[config.mk]
export PLATFORM = sky130hd
export DESIGN_NAME = debug_run_ctrl
export DESIGN_NICKNAME = d
export VERILOG_FILES = /design/src/rtl/debug_run_ctrl.sv
export SDC_FILE = /design/constraint.sdc
export NUM_CORES = 1
export LEC_CHECK = 0
export ABC_AREA = 1
export CAP_MARGIN = 0
export CORE_ASPECT_RATIO = 0.5
export CORE_MARGIN = 8
export CORE_UTILIZATION = 41
export CTS_CLUSTER_SIZE = 25
export DETAILED_ROUTE_END_ITERATION = 16
export GPL_TIMING_DRIVEN = 0
export PLACE_DENSITY_LB_ADDON = 0.08
export SETUP_SLACK_MARGIN = 0.1
export SLEW_MARGIN = 5
export SYNTH_ARGS = -nofsm -noshare
export SYNTH_HDL_FRONTEND = slang
export SYNTH_SLANG_ARGS = --single-unit
export TNS_END_PERCENT = 5
[constraint.sdc]
create_clock -name i_clock -period 5.5 [get_ports i_clock]
set_clock_uncertainty 0.2 [all_clocks]
set_input_delay 0.825 -clock i_clock [delete_from_list [all_inputs] [get_ports i_clock]]
set_output_delay 0.825 -clock i_clock [all_outputs]
set_load 0.1 [all_outputs]
[src/rtl/debug_run_ctrl.sv]
// Run-control for the debug path: generates the data_path pipeline enable for
// continuous, single-step, burst and run-to-breakpoint runs, and reports the
// stop cause and executed cycle count back to debug_unit.
module debug_run_ctrl #(
  parameter int unsigned NB_PC     = 32,
  parameter int unsigned NB_BP     = 4,
  parameter int unsigned NB_BP_IDX = 2,
  parameter int unsigned NB_CNT    = 16
) (
  input  logic                 i_clock,
  input  logic                 i_reset,
  input  logic [1:0]           i_mode,
  input  logic                 i_start,
  input  logic                 i_abort,
  input  logic [NB_CNT-1:0]    i_step_count,
  input  logic                 i_bp_wr,
  input  logic [NB_BP_IDX-1:0] i_bp_idx,
  input  logic [NB_PC-1:0]     i_bp_addr,
  input  logic                 i_bp_valid,
  input  logic [NB_PC-1:0]     i_pc,
  input  logic                 i_hlt,
  output logic                 o_pipeline_enable,
  output logic                 o_busy,
  output logic                 o_done,
  output logic [2:0]           o_stop_cause,
  output logic [NB_BP_IDX-1:0] o_bp_hit_idx,
  output logic [NB_CNT-1:0]    o_cycle_count
);

  localparam logic [1:0] MODE_NONE = 2'd0;
  localparam logic [1:0] MODE_CONT = 2'd1;
  localparam logic [1:0] MODE_STEP = 2'd2;

  localparam logic [2:0] CAUSE_NONE  = 3'd0;
  localparam logic [2:0] CAUSE_HALT  = 3'd1;
  localparam logic [2:0] CAUSE_BP    = 3'd2;
  localparam logic [2:0] CAUSE_COUNT = 3'd3;
  localparam logic [2:0] CAUSE_ABORT = 3'd4;

  typedef enum logic [1:0] {
    IDLE     = 2'd0,
    RUN_CONT = 2'd1,
    RUN_CNT  = 2'd2,
    DONE     = 2'd3
  } state_t;

  state_t                 state;
  state_t                 state_nxt;
  logic [NB_CNT-1:0]      remaining;
  logic                   first_cycle;
  logic [NB_PC-1:0]       bp_addr  [NB_BP];
  logic                   bp_valid [NB_BP];

  logic                   bp_hit_c;
  logic [NB_BP_IDX-1:0]   bp_idx_c;
  logic                   start_ok_c;
  logic                   run_enable_c;
  logic [2:0]             cause_c;

  // Lowest-index valid breakpoint slot matching the current fetch PC
  always_comb begin
    bp_hit_c = 1'b0;
    bp_idx_c = '0;
    for (int i = 0; i < NB_BP; i++) begin
      if (!bp_hit_c && bp_valid[i] && (bp_addr[i] == i_pc)) begin
        bp_hit_c = 1'b1;
        bp_idx_c = NB_BP_IDX'(i);
      end
    end
  end

  // Next-state, stop-condition priority and pipeline enable
  always_comb begin
    state_nxt    = state;
    start_ok_c   = 1'b0;
    run_enable_c = 1'b0;
    cause_c      = CAUSE_NONE;
    case (state)
      IDLE: begin
        if (i_start && (i_mode != MODE_NONE)) begin
          start_ok_c = 1'b1;
          state_nxt  = (i_mode == MODE_CONT) ? RUN_CONT : RUN_CNT;
        end
      end
      RUN_CONT, RUN_CNT: begin
        if (i_abort)                                   cause_c = CAUSE_ABORT;
        else if (i_hlt)                                cause_c = CAUSE_HALT;
        else if (bp_hit_c && !first_cycle)             cause_c = CAUSE_BP;
        else if ((state == RUN_CNT) && (remaining == '0)) cause_c = CAUSE_COUNT;
        if (cause_c != CAUSE_NONE) state_nxt    = DONE;
        else                       run_enable_c = 1'b1;
      end
      DONE:    state_nxt = IDLE;
      default: state_nxt = IDLE;
    endcase
  end

  assign o_pipeline_enable = run_enable_c;

  // State register
  always_ff @(posedge i_clock or posedge i_reset) begin
    if (i_reset) state <= IDLE;
    else         state <= state_nxt;
  end

  // Run bookkeeping: busy/done flags, counters and stop reporting
  always_ff @(posedge i_clock or posedge i_reset) begin
    if (i_reset) begin
      o_busy        <= 1'b0;
      o_done        <= 1'b0;
      o_stop_cause  <= CAUSE_NONE;
      o_bp_hit_idx  <= '0;
      o_cycle_count <= '0;
      remaining     <= '0;
      first_cycle   <= 1'b0;
    end else begin
      o_busy <= (state_nxt == RUN_CONT) || (state_nxt == RUN_CNT);
      o_done <= (state_nxt == DONE);
      if (start_ok_c) begin
        o_cycle_count <= '0;
        o_stop_cause  <= CAUSE_NONE;
        first_cycle   <= 1'b1;
        remaining     <= (i_mode == MODE_STEP) ? NB_CNT'(1) : i_step_count;
      end
      if (run_enable_c) begin
        if (o_cycle_count != '1) o_cycle_count <= o_cycle_count + 1'b1;
        if (state == RUN_CNT)    remaining     <= remaining - 1'b1;
        first_cycle <= 1'b0;
      end
      if (cause_c != CAUSE_NONE) begin
        o_stop_cause <= cause_c;
        if (cause_c == CAUSE_BP) o_bp_hit_idx <= bp_idx_c;
      end
    end
  end

  // Breakpoint slot storage; out-of-range slot indices are dropped
  always_ff @(posedge i_clock or posedge i_reset) begin
    if (i_reset) begin
      for (int i = 0; i < NB_BP; i++) begin
        bp_addr[i]  <= '0;
        bp_valid[i] <= 1'b0;
      end
    end else if (i_bp_wr && (32'(i_bp_idx) < NB_BP)) begin
      bp_addr[i_bp_idx]  <= i_bp_addr;
      bp_valid[i_bp_idx] <= i_bp_valid;
    end
  end

endmodule
Word level (Yosys, flattened, before mapping)
Index checks and enable logic that the tools add are counted.
{"block": "word_totals", "memories": 0, "in_bits": 91, "latch_bits": 0, "ramBits": 0, "romBits": 0, "register_bits": 174}
{"block": "classes", "addsub": 2, "n_eq_ne": 14, "n_reduce_logical": 25, "div_mod_pow": 0, "multipliers": 0, "bitwise_logic": 1, "shift": 0, "n_lt_le_gt_ge": 2, "mux": 38}
{"op": "$bwmux 128", "count": 1}
{"op": "$eq 32x32->1", "count": 4}
{"op": "$mux 16", "count": 7}
{"op": "$demux 32 s2", "count": 1}
{"op": "$mux 32", "count": 1}
{"op": "$add 16x1->16 const B", "count": 1}
{"op": "$logic_not 16->1", "count": 1}
{"op": "$mux 2", "count": 8}
{"op": "$ne 16x16->1 const B", "count": 1}
{"op": "$sub 16x1->16 const B", "count": 1}
{"op": "$mux 3", "count": 5}
{"op": "$mux 1", "count": 12}
{"op": "$logic_and 1x1->1", "count": 11}
{"op": "$eq 2x2->1 const B", "count": 5}
{"op": "$eq 2x1->1 const B", "count": 3}
{"op": "$pmux 2 s3", "count": 1}
{"op": "$reduce_bool 2->1", "count": 3}
{"op": "$reduce_bool 3->1", "count": 2}
{"op": "$bwmux 4", "count": 1}
{"op": "$logic_not 1->1", "count": 4}
{"op": "$eq 3x2->1 const B", "count": 1}
{"op": "$ge 3x3->1 const B", "count": 1}
{"op": "$lt 3x1->1 const B", "count": 1}
{"op": "$not 2->3", "count": 1}
{"op": "5 further kinds", "count": 5}

Depth between registers and ports, before layout
{"block": "depth", "ltp_word": 25, "depth_mapped": 17, "depth_no_buf": 16}

Worst setup path before layout
No wires, ideal clock.
{"block": "synth_timing", "kind": "input to output", "from": "in i_pc[16]", "to": "out o_pipeline_enable", "arrival_ns": 2.184, "n_path_buf": 1, "setup_slack_ns": 2.291, "t_required_ns": 4.475, "cell_stages": 14, "path_cell_list": "clkbuf_2 > inv_1 > nand2_1 > nand2_1 > nor2_1 > nand2_1 > nor2_1 > nand3_1 > nor2_1 > nor2_1 > nand2_1 > nand2_2 > nand4_4 > inv_2"}
{"block": "synth_between", "elab_chain_len": 23}
{"item": "from (decl)", "line": "20", "source": "input logic [NB_PC-1:0] i_pc,"}
{"item": "$eq 32x32->1", "line": "65", "source": "if (!bp_hit_c && bp_valid[i] && (bp_addr[i] == i_pc)) begin"}
{"item": "$logic_and 1x1->1", "line": "65"}
{"item": "$mux 1", "line": "65"}
{"item": "$logic_not 1->1", "line": "65"}
{"item": "$logic_and 1x1->1 (2 in series)", "line": "65"}
{"item": "$mux 1", "line": "65"}
{"item": "$logic_not 1->1", "line": "65"}
{"item": "$logic_and 1x1->1 (2 in series)", "line": "65"}
{"item": "[5 not listed]"}
{"item": "$logic_and 1x1->1 (*)", "line": "88", "source": "else if (bp_hit_c && !first_cycle) cause_c = CAUSE_BP;"}
{"item": "$mux 2 (*)", "line": "88"}
{"item": "$mux 2 (*)", "line": "87", "source": "else if (i_hlt) cause_c = CAUSE_HALT;"}
{"item": "$mux 3 (*)", "line": "86", "source": "if (i_abort) cause_c = CAUSE_ABORT;"}
{"item": "$mux 3 (*)", "line": "78", "source": "case (state)"}
{"item": "$reduce_bool 3->1 (*)", "line": "90", "source": "if (cause_c != CAUSE_NONE) state_nxt = DONE;"}
{"item": "$mux 1 (*)", "line": "90"}
{"item": "$mux 1 (*)", "line": "78"}
{"item": "to (decl)", "line": "22", "source": "output logic o_pipeline_enable,"}
Mark *: on every way between the ends. The rest lies on a longest branch, timed or not. The select of a mux whose other input is x is not followed.

Worst setup path after layout
{"block": "layout_timing", "from": "in i_pc[2]", "to": "out o_pipeline_enable"}
Same word-level chain as after synthesis.

==> metrics.md <==
| Metric | Value |
|---|---|
| Seq pwr share | `0.407` |
| Final setup vio count | `0` |
| Synthesis-stage register bit count | `between 150 and 200` |
| FF+latch area | `about 4400 um2` |
| Clock-pin slew on the worst setup and hold paths | `60 ps` |
| Critical Path AT | `3820 ps` |
| Routed met1 length | `15.1 mm` |
| Most frequent cells in the layout | `421 x nand2_1, 182 x o21ai_0, 174 x dfrtp_1` |
| Comb power frac | `0.306` |
| DR vias | `between 8,000 and 9,000` |
| Worst slew margin | `0.338` |
| Worst Hold Class | `flip-flop to flip-flop` |
| Status | `complete, no violations` |
| Max Cap Viol | `0` |
| Met3 WL | `2.15 mm` |
| Post-DP HPWL | `approximately 24 mm` |
| Reg2reg path depth | `13` |
| Width of the chip | `230 um` |
| P_sw | `1600 uW` |
| Nets | `approximately 1,500` |
| WHS Path Cells | `2` |
| Critical path type | `input port to primary output` |
| CTS tree | `done` |
| Die Y | `roughly 120 um` |
| Period Utilization, post-route | `0.882` |
| Initial antenna violation count | `0` |
| GP Congestion | `0.914` |
| Cell area after synthesis | `9380 um2` |
| FILL cells | `approximately 2,300` |
| RSZ-0062 raised after global routing | `false` |
| Average cell area after synthesis | `7.36 um2` |
| Post-route cell area | `11,600 um2` |
| Worst VDD drop | `258 uV` |
| Post-Syn Instances | `1,275` |
| Type of origin of the critical path | `input port` |
| Yosys warns | `0` |
| Syn Nets | `1,372` |
| Num CTS Buffers | `17` |
| Req. time, crit path | `~4500 ps` |
| R2r startpoint | `bp_addr[74]` |
| Leading cell type in the layout, fill and taps excluded | `nand2_1` |
| I/O pin count | `115` |
| FF-to-FF End | `o_busy` |
| WL/cell | `18.1 um` |
| DP Area | `between 10,000 and 15,000 um2` |
| Area Overhead vs Synth | `23.3%` |
| Drt initial violations | `860` |
| DRC viols | `0` |
| Hold Violations, Final | `0` |
| Final Max Tran Viols | `0` |
| Hold_sp | `o_stop_cause[0]` |
| Sw frac | `0.375` |
| DRT Pass-1 Iters | `5` |
| Worst-skew pair later-pin latency | `460 ps` |
| Initial core utilization | `0.414` |
| Hold Path Sink | `o_stop_cause[0]` |
| PnR worst setup slack | `about 650 ps` |
| Yosys cell types | `37` |
| Part of the power in the clock network | `0.287` |
| Vias in the first global route | `8,545` |
| Achievable Freq | `206 MHz` |
| IO buf count | `111` |
| Die area | `28,300 um2` |
| Largest net degree at the start of global routing | `41` |
| First-pass GRT wire length | `around 50 mm` |
| Placement row count | `39` |
| Antenna viol nets, final | `0` |
| CTS root buf | `clkbuf_16` |
| FF-to-FF setup slack | `2590 ps` |
| Area of the multi-input gates | `4230 um2` |
| Power Internal | `2670 uW` |
| DR vias/cell | `5.10` |
| CTS H-Tree Depth | `4` |
| Max clock buf depth | `2` |
| Core region area | `22,600 um2` |
| Sequential area share after synthesis | `0.464` |
| Gr usage total | `0.227` |
| Setup_tns | `0 ps` |
| Post-CTS setup buffers | `0` |
| Post-Place Worst Slack | `321 ps` |
| Grt ovf | `0` |
| Final Routed Wirelength | `31.3 mm` |
| Clock Sinks | `174` |
| Leak | `0.00553 uW` |
| CP endpoint kind | `primary output` |
| Maximum net fanout on the critical path | `9` |
| Min Tclk post-route | `4850 ps` |
| P per Cell Area | `370 nW/um2` |
| Antenna cells | `0` |
| Worst Max-Slew Pin Slew | `between 900 and 1000 ps` |
| Top routing layer in use | `met4` |
| Share of layout cells above drive strength 1 | `0.0478` |
| Met2 wire length | `around 13 mm` |
[registers in the layout, summed over array words and instances (netlist names)]
name           flops
o_stop_cause       3
remaining         16
o_bp_hit_idx       2
o_cycle_count     16
first_cycle        1
bp_valid           4
state              2
bp_addr          128
o_busy             1
o_done             1
[layout make-up]
cell class,count,share of cell area
inverters,163,0.0532
flip-flops and latches,174,0.377
multi-input cells,897,0.366
repair buffers,116,0.106
clock inverters,9,0.00974
well taps,307,0.0332
plain buffers,41,0.0156
clock buffers,22,0.0401
[cell usage after synthesis, drive strengths merged]
cell,instances,area share
nor4,3,0.0020
o221ai,1,0.00093
ha,6,0.0080
or2,6,0.0040
o21bai,1,0.00080
a21oi,8,0.0043
a22oi,1,0.00080
nand3,30,0.017
o22ai,1,0.00067
o21a,2,0.0016
a31oi,9,0.0060
nand4,8,0.0085
mux2,1,0.0012
o211ai,3,0.0024
inv,163,0.065
nor2,101,0.043
clkbuf,34,0.014
dfrtp,174,0.46
o21ai,217,0.12
xnor2,22,0.021
xor2,34,0.032
buf,7,0.0052
nand2,423,0.17
nor3,20,0.012
[worst max-delay path: stages]
cell and delay [ps]:
clkdlybuf4s50_1 670, xor2_1 380, nor3_1 80, nand3_1 170
nor2_1 70, nor2_1 140, nand2_1 150, nand2_2 140
nand4_4 190, inv_2 220, dlymetal6s2s_1 780
[timing repair]
item                                    CTS  global route
hold buffers                              0             0
endpoints found under the setup margin    0             1
gates resized for setup                   0             1
[power groups by stage]
stage          Sequential [uW]  Clock (uW)  Combinational, uW
2_1_floorplan             1880           0                743
3_3_place_gp              1750           0               1270
3_5_place_dp              1750           0               1300
4_1_cts                   1730        1240               1310
5_1_grt                   1770        1290               1470
6_report                  1740        1230               1310
[metrics by stage]
| stage | cells | utilization | total power [uW] | hold WS (ps) |
|---|---|---|---|---|
| after global placement | 1693 | 0.480 | 3020 | 266 |
| after detailed placement | 1698 | 0.485 | 3050 | 271 |
| final | 1729 | 0.511 | 4270 | 285 |
| after floorplan | 1275 | - | 2630 | 253 |
| after global routing | 1729 | 0.511 | 4520 | 315 |
| after CTS | 1729 | 0.511 | 4290 | 286 |
[worst max-delay path by stage]
stage / depth (start not counted) / slack, ps / start / end
after detailed placement: 13 / 320 / i_pc[4] / o_pipeline_enable
final: 11 / 650 / i_pc[2] / o_pipeline_enable
after floorplan: 1 / 2250 / i_reset / bp_addr[0]
after global routing: 14 / 350 / i_pc[14] / o_pipeline_enable
after global placement: 11 / 320 / i_pc[2] / o_pipeline_enable
after CTS: 13 / 310 / i_pc[4] / o_pipeline_enable
[cells by family (layout without fill, tap and decap cells)]
logic type | Yosys count | in the layout | share of synthesized area
fa+ha+maj | 6 | 6 | 0.00801
mux | 1 | 1 | 0.00120
compound gates | 243 | 243 | 0.133
simple gates | 591 | 591 | 0.256
xor+xnor | 56 | 56 | 0.0523
flops | 174 | 174 | 0.464
buf+inv | 204 | 351 | 0.0845
[metal layers]
| layer | global-route usage | vias to the layer above |
|---|---|---|
| met5 | 0 | - |
| met4 | 0.0713 | 0 |
| met3 | 0.0584 | 39 |
| met2 | 0.342 | 261 |
| met1 | 0.318 | 4240 |
| li1 | - | 4279 |
No activity file was read; power rests on OpenSTA's default activity.
==> edit: new RTL, config.mk and constraints unchanged <==
Add an input register stage for `i_pc`, cleared by the reset; this delays it by one clock. The other inputs are not delayed to match.
--- a/src/rtl/debug_run_ctrl.sv
+++ b/src/rtl/debug_run_ctrl.sv
@@ -46,2 +46,12 @@
 
+  logic [NB_PC-1:0] i_pc_q;
+
+  always_ff @(posedge i_clock or posedge i_reset) begin
+    if (i_reset) begin
+      i_pc_q <= '0;
+    end else begin
+      i_pc_q <= i_pc;
+    end
+  end
+
   state_t                 state;
@@ -64,3 +74,3 @@
     for (int i = 0; i < NB_BP; i++) begin
-      if (!bp_hit_c && bp_valid[i] && (bp_addr[i] == i_pc)) begin
+      if (!bp_hit_c && bp_valid[i] && (bp_addr[i] == i_pc_q)) begin
         bp_hit_c = 1'b1;
Behaviour: not the same (a bounded check fails within 4 cycles, from zero or initial values and one cycle with i_reset high).
==> edit against the original RTL <==
- routed wire length grew 7.8%
- clock power grew 18%
- final area grew 8.8%
- global-route usage shrank 0.46 points
- sequential cell count grew 32
- critical endpoint unchanged
- non-clock buffer count grew 7
- worst setup slack lost 0.057 ns
- total power grew 9.6%
- count of clock-buffer cells in the layout grew 6
- area after synthesis grew 8.9%
==> edit: results (changes against the original RTL) <==
stage	metric	value	unit	change
status	status	finished clean		
clock_tree	clock_latency	0.53	ns	+0.07 ns
place	routabilityCongestion	0.9649		+5.6%
finish	nets	1548		+2.7%
place	dp_slack	1.190	ns	+0.8685 ns
timing	holdWs	0.2894	ns	+0.004647 ns
setup_path	slowest_delay	1.16	ns	+0.38 ns
setup_path	crit_path_start	i_pc_q[25]$_DFF_PP0_		
setup_path	path_class	reg2out		
route	drt_iter0_markers	818		-4.9%
timing	slew_headroom	34.60	%	+0.83 points
pwr	seqPwrFrac	42.7	%	+2.0 points
yosys	synth-xor-area-share	5.146	%	-0.084 points
yosys	synth_cells	1308		+2.6%
finish	reg_top3	bp_addr x128, i_pc_q x32		
setup_path	r2r_cells	14		+1
route	via_per_inst	5.076		-0.49%
yosys	synth_compound_area_share	11.97	%	-1.4 points
yosys	synth_common_cells	431 x nand2_1, 206 x dfrtp_1, 196 x o21ai_0		
global_route	gr-usage-met2	33.72	%	-0.45 points
global_route	grt_pass1_wl	52.53	mm	+7.8%
global_route	grt_usage	22.19	%	-0.46 points
pwr	cellLeakagePower	6.029	nW	+9.0%
route	avgRoutedWirePerCell	18.74	um	+3.6%
yosys	synth_fa_ha_area_share	0.7351	%	-0.065 points
setup_path	crit_slowest_cell	clkdlybuf4s50_1		
pwr	powerDensity	372.3	nW/um^2	+0.74%
place	place_area	11910	um^2	+8.4%
global_route	met1_usage	31.27	%	-0.54 points
clock_tree	cts_buffers	21		+4
yosys	synth_nets	1405		+2.4%
yosys	yosysSeqAreaShare	50.48	%	+4.0 points
yosys	yosys-top-cells-area	dfrtp_1 50%, nand2_1 16%, o21ai_0 9.6%		
finish	drive_gt1_share	4.850	%	+0.068 points
hold_path	min_delay_worst_endpoint	bp_addr[58]$_DFFE_PP0P_		
global_route	antenna_found_initial	1		+1
global_route	use_met3	6.309	%	+0.47 points
clock_tree	htree_levels	1		-3
place	hpwlAfterDp	25.34	mm	+6.4%
pwr	comb_power_share	26.3	%	-4.3 points
setup_path	arrival	3.88	ns	+0.06 ns
yosys	synth_mux_area_share	0.2205	%	+0.10 points
global_route	first_global_vias	9049		+5.9%
finish	final_cells	1800		+4.1%
die	core	24220	um^2	+7.0%
hold_path	worstHoldStart	bp_addr[58]$_DFFE_PP0P_		
edit: logic make-up after synthesis:
group,Yosys count
AND/OR/NAND/NOR,593
AO/OA/AOI/OAI,236
flip-flops,206
buffers and inverters,205
multiplexers,2
adder cells (fa/ha/maj),6
XOR/XNOR,60
edit: layer usage:
| metal | vias to the layer above | routed length, um |
|---|---|---|
| met5 | - | 13 |
| met4 | 2 | 728 |
| met3 | 50 | 3045 |
| met2 | 322 | 14280 |
| met1 | 4373 | 15660 |
| li1 | 4389 | - |
edit: layout make-up:
type                            count  area (um^2)
Clock inverter                      8        71.32
Sequential cell                   206         5155
Tap cell                          336        420.4
Inverter                          161        608.1
Fill cell                        2398        11640
Timing Repair Buffer              120         1269
Buffer                             44        203.9
Multi-Input combinational cell    897         4249
Clock buffer                       28        601.8
edit: worst min-delay path: stages, from the launching register on:
cell	delay, ns
dfrtp_1	0.35
nand2_1	0.05
o21ai_0	0.06
